## src/rtl/wb_reg_timeout.sv

```systemverilog
// wb_reg_timeout: registered Wishbone classic slice with a per-transfer
// watchdog and automatic retry.
//
// Ports
//   clk, rst                 clock, synchronous active-high reset
//   m_* (inputs)             master request: adr/dat/we/sel/stb/cyc
//   m_dat_o, m_ack_o,
//   m_err_o, m_rty_o         registered response to master, one-cycle pulse
//   s_* (outputs)            registered request to slave
//   s_dat_i, s_ack_i,
//   s_err_i, s_rty_i         slave response
//   timeout_o                one-cycle pulse when the watchdog ends a transfer
//   retry_o                  one-cycle pulse on each automatic reissue
//
// Handshake: a request is accepted in IDLE when m_cyc_i && m_stb_i. The slave
// sees s_cyc_o/s_stb_o held until it returns exactly one of ack/err/rty (the
// first one seen wins, ack > err > rty). The master sees one response pulse,
// one cycle after the slave response, and must keep m_cyc_i high until then;
// dropping m_cyc_i abandons the transfer without a response.
module wb_reg_timeout #(
  parameter int DATA_WIDTH   = 32,
  parameter int ADDR_WIDTH   = 32,
  parameter int SELECT_WIDTH = DATA_WIDTH / 8,
  parameter int TIMEOUT      = 1024,
  parameter int RETRY_LIMIT  = 3
) (
  input  logic                    clk,
  input  logic                    rst,
  input  logic [ADDR_WIDTH-1:0]   m_adr_i,
  input  logic [DATA_WIDTH-1:0]   m_dat_i,
  output logic [DATA_WIDTH-1:0]   m_dat_o,
  input  logic                    m_we_i,
  input  logic [SELECT_WIDTH-1:0] m_sel_i,
  input  logic                    m_stb_i,
  output logic                    m_ack_o,
  output logic                    m_err_o,
  output logic                    m_rty_o,
  input  logic                    m_cyc_i,
  output logic [ADDR_WIDTH-1:0]   s_adr_o,
  input  logic [DATA_WIDTH-1:0]   s_dat_i,
  output logic [DATA_WIDTH-1:0]   s_dat_o,
  output logic                    s_we_o,
  output logic [SELECT_WIDTH-1:0] s_sel_o,
  output logic                    s_stb_o,
  input  logic                    s_ack_i,
  input  logic                    s_err_i,
  input  logic                    s_rty_i,
  output logic                    s_cyc_o,
  output logic                    timeout_o,
  output logic                    retry_o
);

  // Zero-valued parameters would give zero-width counters; keep at least 1 bit.
  localparam int TW = (TIMEOUT > 0) ? $clog2(TIMEOUT + 1) : 1;
  localparam int RW = (RETRY_LIMIT > 0) ? $clog2(RETRY_LIMIT + 1) : 1;
  localparam logic [TW-1:0] TIMER_LOAD = TW'((TIMEOUT > 0) ? TIMEOUT - 1 : 0);
  localparam logic [RW-1:0] RETRY_MAX  = RW'(RETRY_LIMIT);

  typedef enum logic [1:0] {IDLE, ISSUE, BACKOFF, RESP} state_t;

  state_t                  state_q, state_d;
  logic [TW-1:0]           timer_q, timer_d;
  logic [RW-1:0]           retry_cnt_q, retry_cnt_d;
  logic [ADDR_WIDTH-1:0]   s_adr_q, s_adr_d;
  logic [DATA_WIDTH-1:0]   s_dat_q, s_dat_d;
  logic                    s_we_q, s_we_d;
  logic [SELECT_WIDTH-1:0] s_sel_q, s_sel_d;
  logic                    s_cyc_q, s_cyc_d;
  logic                    s_stb_q, s_stb_d;
  logic [DATA_WIDTH-1:0]   m_dat_q, m_dat_d;
  logic                    m_ack_q, m_ack_d;
  logic                    m_err_q, m_err_d;
  logic                    m_rty_q, m_rty_d;
  logic                    timeout_q, timeout_d;
  logic                    retry_q, retry_d;

  always_comb begin
    state_d     = state_q;
    timer_d     = timer_q;
    retry_cnt_d = retry_cnt_q;
    s_adr_d     = s_adr_q;
    s_dat_d     = s_dat_q;
    s_we_d      = s_we_q;
    s_sel_d     = s_sel_q;
    s_cyc_d     = s_cyc_q;
    s_stb_d     = s_stb_q;
    m_dat_d     = m_dat_q;
    // Response and event outputs are pulses: low unless set below.
    m_ack_d     = 1'b0;
    m_err_d     = 1'b0;
    m_rty_d     = 1'b0;
    timeout_d   = 1'b0;
    retry_d     = 1'b0;

    case (state_q)
      IDLE: begin
        if (m_cyc_i && m_stb_i) begin
          s_adr_d     = m_adr_i;
          s_dat_d     = m_dat_i;
          s_we_d      = m_we_i;
          s_sel_d     = m_sel_i;
          s_cyc_d     = 1'b1;
          s_stb_d     = 1'b1;
          timer_d     = TIMER_LOAD;
          retry_cnt_d = '0;
          state_d     = ISSUE;
        end
      end

      ISSUE: begin
        // Master abort outranks anything the slave says this cycle.
        if (!m_cyc_i) begin
          s_cyc_d = 1'b0;
          s_stb_d = 1'b0;
          state_d = IDLE;
        end else if (s_ack_i) begin
          s_cyc_d = 1'b0;
          s_stb_d = 1'b0;
          m_dat_d = s_dat_i;
          m_ack_d = 1'b1;
          state_d = RESP;
        end else if (s_err_i) begin
          s_cyc_d = 1'b0;
          s_stb_d = 1'b0;
          m_err_d = 1'b1;
          state_d = RESP;
        end else if (s_rty_i) begin
          s_cyc_d = 1'b0;
          s_stb_d = 1'b0;
          if (retry_cnt_q < RETRY_MAX) begin
            retry_cnt_d = retry_cnt_q + RW'(1);
            retry_d     = 1'b1;
            state_d     = BACKOFF;
          end else begin
            m_rty_d = 1'b1;
            state_d = RESP;
          end
        end else if (TIMEOUT != 0) begin
          if (timer_q == '0) begin
            s_cyc_d   = 1'b0;
            s_stb_d   = 1'b0;
            m_err_d   = 1'b1;
            timeout_d = 1'b1;
            state_d   = RESP;
          end else begin
            timer_d = timer_q - TW'(1);
          end
        end
      end

      BACKOFF: begin
        // One idle bus cycle, then reissue the captured request.
        if (!m_cyc_i) begin
          state_d = IDLE;
        end else begin
          s_cyc_d = 1'b1;
          s_stb_d = 1'b1;
          timer_d = TIMER_LOAD;
          state_d = ISSUE;
        end
      end

      RESP: begin
        // The master still holds stb this cycle; it is the finished request.
        state_d = IDLE;
      end

      default: state_d = IDLE;
    endcase
  end

  always_ff @(posedge clk) begin
    if (rst) begin
      state_q     <= IDLE;
      timer_q     <= '0;
      retry_cnt_q <= '0;
      s_adr_q     <= '0;
      s_dat_q     <= '0;
      s_we_q      <= 1'b0;
      s_sel_q     <= '0;
      s_cyc_q     <= 1'b0;
      s_stb_q     <= 1'b0;
      m_dat_q     <= '0;
      m_ack_q     <= 1'b0;
      m_err_q     <= 1'b0;
      m_rty_q     <= 1'b0;
      timeout_q   <= 1'b0;
      retry_q     <= 1'b0;
    end else begin
      state_q     <= state_d;
      timer_q     <= timer_d;
      retry_cnt_q <= retry_cnt_d;
      s_adr_q     <= s_adr_d;
      s_dat_q     <= s_dat_d;
      s_we_q      <= s_we_d;
      s_sel_q     <= s_sel_d;
      s_cyc_q     <= s_cyc_d;
      s_stb_q     <= s_stb_d;
      m_dat_q     <= m_dat_d;
      m_ack_q     <= m_ack_d;
      m_err_q     <= m_err_d;
      m_rty_q     <= m_rty_d;
      timeout_q   <= timeout_d;
      retry_q     <= retry_d;
    end
  end

  assign s_adr_o   = s_adr_q;
  assign s_dat_o   = s_dat_q;
  assign s_we_o    = s_we_q;
  assign s_sel_o   = s_sel_q;
  assign s_cyc_o   = s_cyc_q;
  assign s_stb_o   = s_stb_q;
  assign m_dat_o   = m_dat_q;
  assign m_ack_o   = m_ack_q;
  assign m_err_o   = m_err_q;
  assign m_rty_o   = m_rty_q;
  assign timeout_o = timeout_q;
  assign retry_o   = retry_q;

endmodule

```

## config.mk

```make
export PLATFORM = sky130hd
export DESIGN_NAME = wb_reg_timeout
export DESIGN_NICKNAME = d
export VERILOG_FILES = /design/src/rtl/wb_reg_timeout.sv
export SDC_FILE = /design/constraint.sdc
export NUM_CORES = 1
export LEC_CHECK = 0
export ABC_CLOCK_PERIOD_IN_PS = 2900
export CAP_MARGIN = 15
export CORE_MARGIN = 5
export CORE_UTILIZATION = 40
export DETAILED_ROUTE_END_ITERATION = 8
export GPL_ROUTABILITY_DRIVEN = 0
export PLACE_DENSITY = 0.79
export SLEW_MARGIN = 40
export SYNTH_ARGS = -nofsm -noshare
export SYNTH_HDL_FRONTEND = slang
export SYNTH_SLANG_ARGS = --single-unit
```

## constraint.sdc

```tcl
create_clock -name clk -period 2.9 [get_ports clk]
set_clock_uncertainty 0.1 [all_clocks]
set_input_delay 0.29 -clock clk [delete_from_list [all_inputs] [get_ports clk]]
set_output_delay 0.29 -clock clk [all_outputs]
set_load 0.02 [all_outputs]
```

==> results.toml <==
[critical_path]
start_kind = "flop"
path_class = "flop to flop"
rr_worst_depth = 7
worstPathArrival_ns = 2.66
cp-end-kind = "flop"
reg2reg_slack_ns = 0.49
timing.rr.start = "timer_q[0]$_SDFFE_PP0P_"
crit_path_max_fanout = 9
reg2reg_to = "timer_q[4]$_SDFFE_PP0P_"
crit_required_ns = 3.15

[floorplanning]
dieHeight_um = 115
initial_core_util = 0.408
core-area_um2 = 10900
boundaryPins = 216
die_area_um2 = 13300
rows = 38
die_x_um = 115

[global_routing]
overflow = 0
grt_pass1_wl_um = 20500
grt_max_degree = 75
antenna_found_initial = 0
grt_pass1_vias = 4364
grt.total_usage = 0.192

[sta]
worst_pin_slew_ns = 0.784
fmax_mhz = 415
period_minus_slack_ns = 2.41
max-slew-margin-rel = 0.477
hold_viol_final = 0
post-route-period-util = 0.831
setup_tns_ns = 0
maxSlewViolCount = 0
finalSetupViolCount = 0
rsz0062_at_grt = "false"

[cts]
clock-sinks = 122
ctsHoldBuffers = 0
post_cts_buffers = 0
htree_num_levels = 4
cts_buffers = 17
clkTransAtPathRegs_ns = 0.06
clk_path_buf_depth = 2
clkLatencyLatePin_ns = 0.50
cts_resized = 0
cts_tree = "done"
clockRootBuffer = "clkbuf_8"

[route]
wire_per_inst_um = 14.3
ant_nets = 0
via_per_inst = 4.87
first_iter_violations = 249
vias = 4421
routed_wl_um = 13000
dr.pass1.iters = 4
route.detailed.drc = 0

[pwr]
power_leakage_nw = 2.59
total_power_mw = 4.41
pwr_density_cell_nw_per_um2 = 606
peakVddDrop_mv = 0.343

[flow_run]
maxCapViolCount = 0

[logic_synthesis]
synth_nets = 665
dominantRegCellSynth = "dfxtp_1"
ys_seq_area_frac = 0.550
synth_edf_count = 0
ys_async_sr_fraction = 0
synth_cells = 555
synth.avg_cell_area_um2 = 8.01
synth_cell_types = 38
yosys_warnings = 0
synth-seq-cells = 122
synth_area_um2 = 4440

[worst_hold_path]
hold_path.class = "input pin to flop"
min_from = "s_dat_i[20]"
min_to = "m_dat_o[20]$_SDFFE_PP0P_"
min_path_cells = 3

[placement]
port_buffers = 215
hpwlAfterDp_um = 9400

[cells_and_area]
fin_nets = 866
area_growth_pct = 63.5
finish.utilization = 0.667
insertedDiodeCount = 0
drive_above_1_share = 0.0613

[run_status]
status = "completed"
worst max-delay path by stage:
stage,startpoint,slack [ns],cells after the start,end
2_1_floorplan,timer_q[0]$_SDFFE_PP0P_,0.50,9,timer_q[6]$_SDFFE_PP0P_
3_3_place_gp,timer_q[0]$_SDFFE_PP0P_,0.59,7,timer_q[3]$_SDFFE_PP0P_
3_5_place_dp,timer_q[0]$_SDFFE_PP0P_,0.49,7,timer_q[5]$_SDFFE_PP0P_
4_1_cts,timer_q[0]$_SDFFE_PP0P_,0.49,7,timer_q[5]$_SDFFE_PP0P_
5_1_grt,timer_q[0]$_SDFFE_PP0P_,0.35,7,timer_q[8]$_SDFFE_PP0P_
6_report,timer_q[0]$_SDFFE_PP0P_,0.49,7,timer_q[4]$_SDFFE_PP0P_
per-stage QoR:
| step | setup slack, ns | cells | area (um^2) | hold slack, ns |
|---|---|---|---|---|
| floorplan | 0.502 | 555 | 4440 | 0.273 |
| global placement | 0.590 | 877 | 6680 | 0.341 |
| detailed placement | 0.494 | 877 | 6680 | 0.345 |
| CTS | 0.493 | 907 | 7270 | 0.200 |
| global route | 0.345 | 907 | 7270 | 0.202 |
| finish | 0.489 | 907 | 7270 | 0.226 |
metal layers:
| metal | part of all wire | global-route usage | wire [um] |
|---|---|---|---|
| met4 | 0.013 | 0.0649 | 168 |
| met5 | 0 | 0 | 0 |
| met1 | 0.41 | 0.215 | 5290 |
| met3 | 0.11 | 0.0853 | 1370 |
| met2 | 0.48 | 0.326 | 6180 |
synth_stat cells, drive strengths merged, types with 2 or more instances:
master     n  area [um^2]
o2bb2ai    2         23.8
nand2    207          777
inv        3         11.3
nand3      4         20.0
a211oi     5         37.5
and2       2         15.0
and3       3         18.8
nor3       5         25.0
nor2      14         52.6
buf        6         42.5
dfxtp    122         2440
nand2b     4         25.0
clkbuf    35          131
ha         2         25.0
nor2b      2         12.5
or2        2         12.5
or3        2         12.5
nor4       4         31.3
a311oi     5         43.8
a21oi    111          556
nand3b     4         30.0
kinds of logic after synthesis:
kind of cell | count (synthesis) | synth area share
adder cells (fa/ha/maj) | 2 | 0.00563
flip-flops | 122 | 0.550
buffers and inverters | 44 | 0.0417
AO/OA/AOI/OAI | 128 | 0.158
AND/OR/NAND/NOR | 259 | 0.245
sequential cells by signal, summed over array words and instances (netlist names):
signal	count
m_ack_o	1
m_dat_o	32
m_err_o	1
m_rty_o	1
retry_cnt_q	2
retry_o	1
s_adr_o	32
s_dat_o	32
s_sel_o	4
s_stb_o	1
s_we_o	1
state_q	2
timeout_o	1
timer_q	11
cells in the final DEF, fill, tap and decap left out, drive strengths merged, types with 2 or more instances in the layout:
cell	instances
dfxtp	122
nand2	207
nor4	4
o2bb2ai	2
and2	2
nor3	5
nand2b	4
nand3	4
ha	2
and3	3
clkbuf	23
or3	2
nor2b	2
clkinv	2
inv	3
bufinv	3
or2	2
clkdlybuf4s50	214
buf	9
clkinvlp	2
a21oi	111
a311oi	5
nand3b	4
nor2	14
a211oi	5
report_power, final:
part	switching [mW]	internal, mW
combinational	0.254	0.285
sequential	0.0396	1.74
clock	0.697	1.39
total	0.991	3.42
final cells by class:
class | count | area (um^2)
Clock inverter | 7 | 115
Multi-Input combinational cell | 389 | 1820
Inverter | 3 | 11.3
Sequential cell | 122 | 2440
Fill cell | 886 | 3620
Timing Repair Buffer | 223 | 2220
Clock buffer | 23 | 477
Tap cell | 140 | 175
critical path: stages (launching register included):
cell,delay [ns]
dfxtp_1,0.33
inv_1,0.08
ha_1,0.18
or3b_1,0.44
or4b_4,0.59
a21o_2,0.31
a21oi_1,0.17
a211oi_1,0.07
Note: power is estimated with default switching activity, not from simulation.
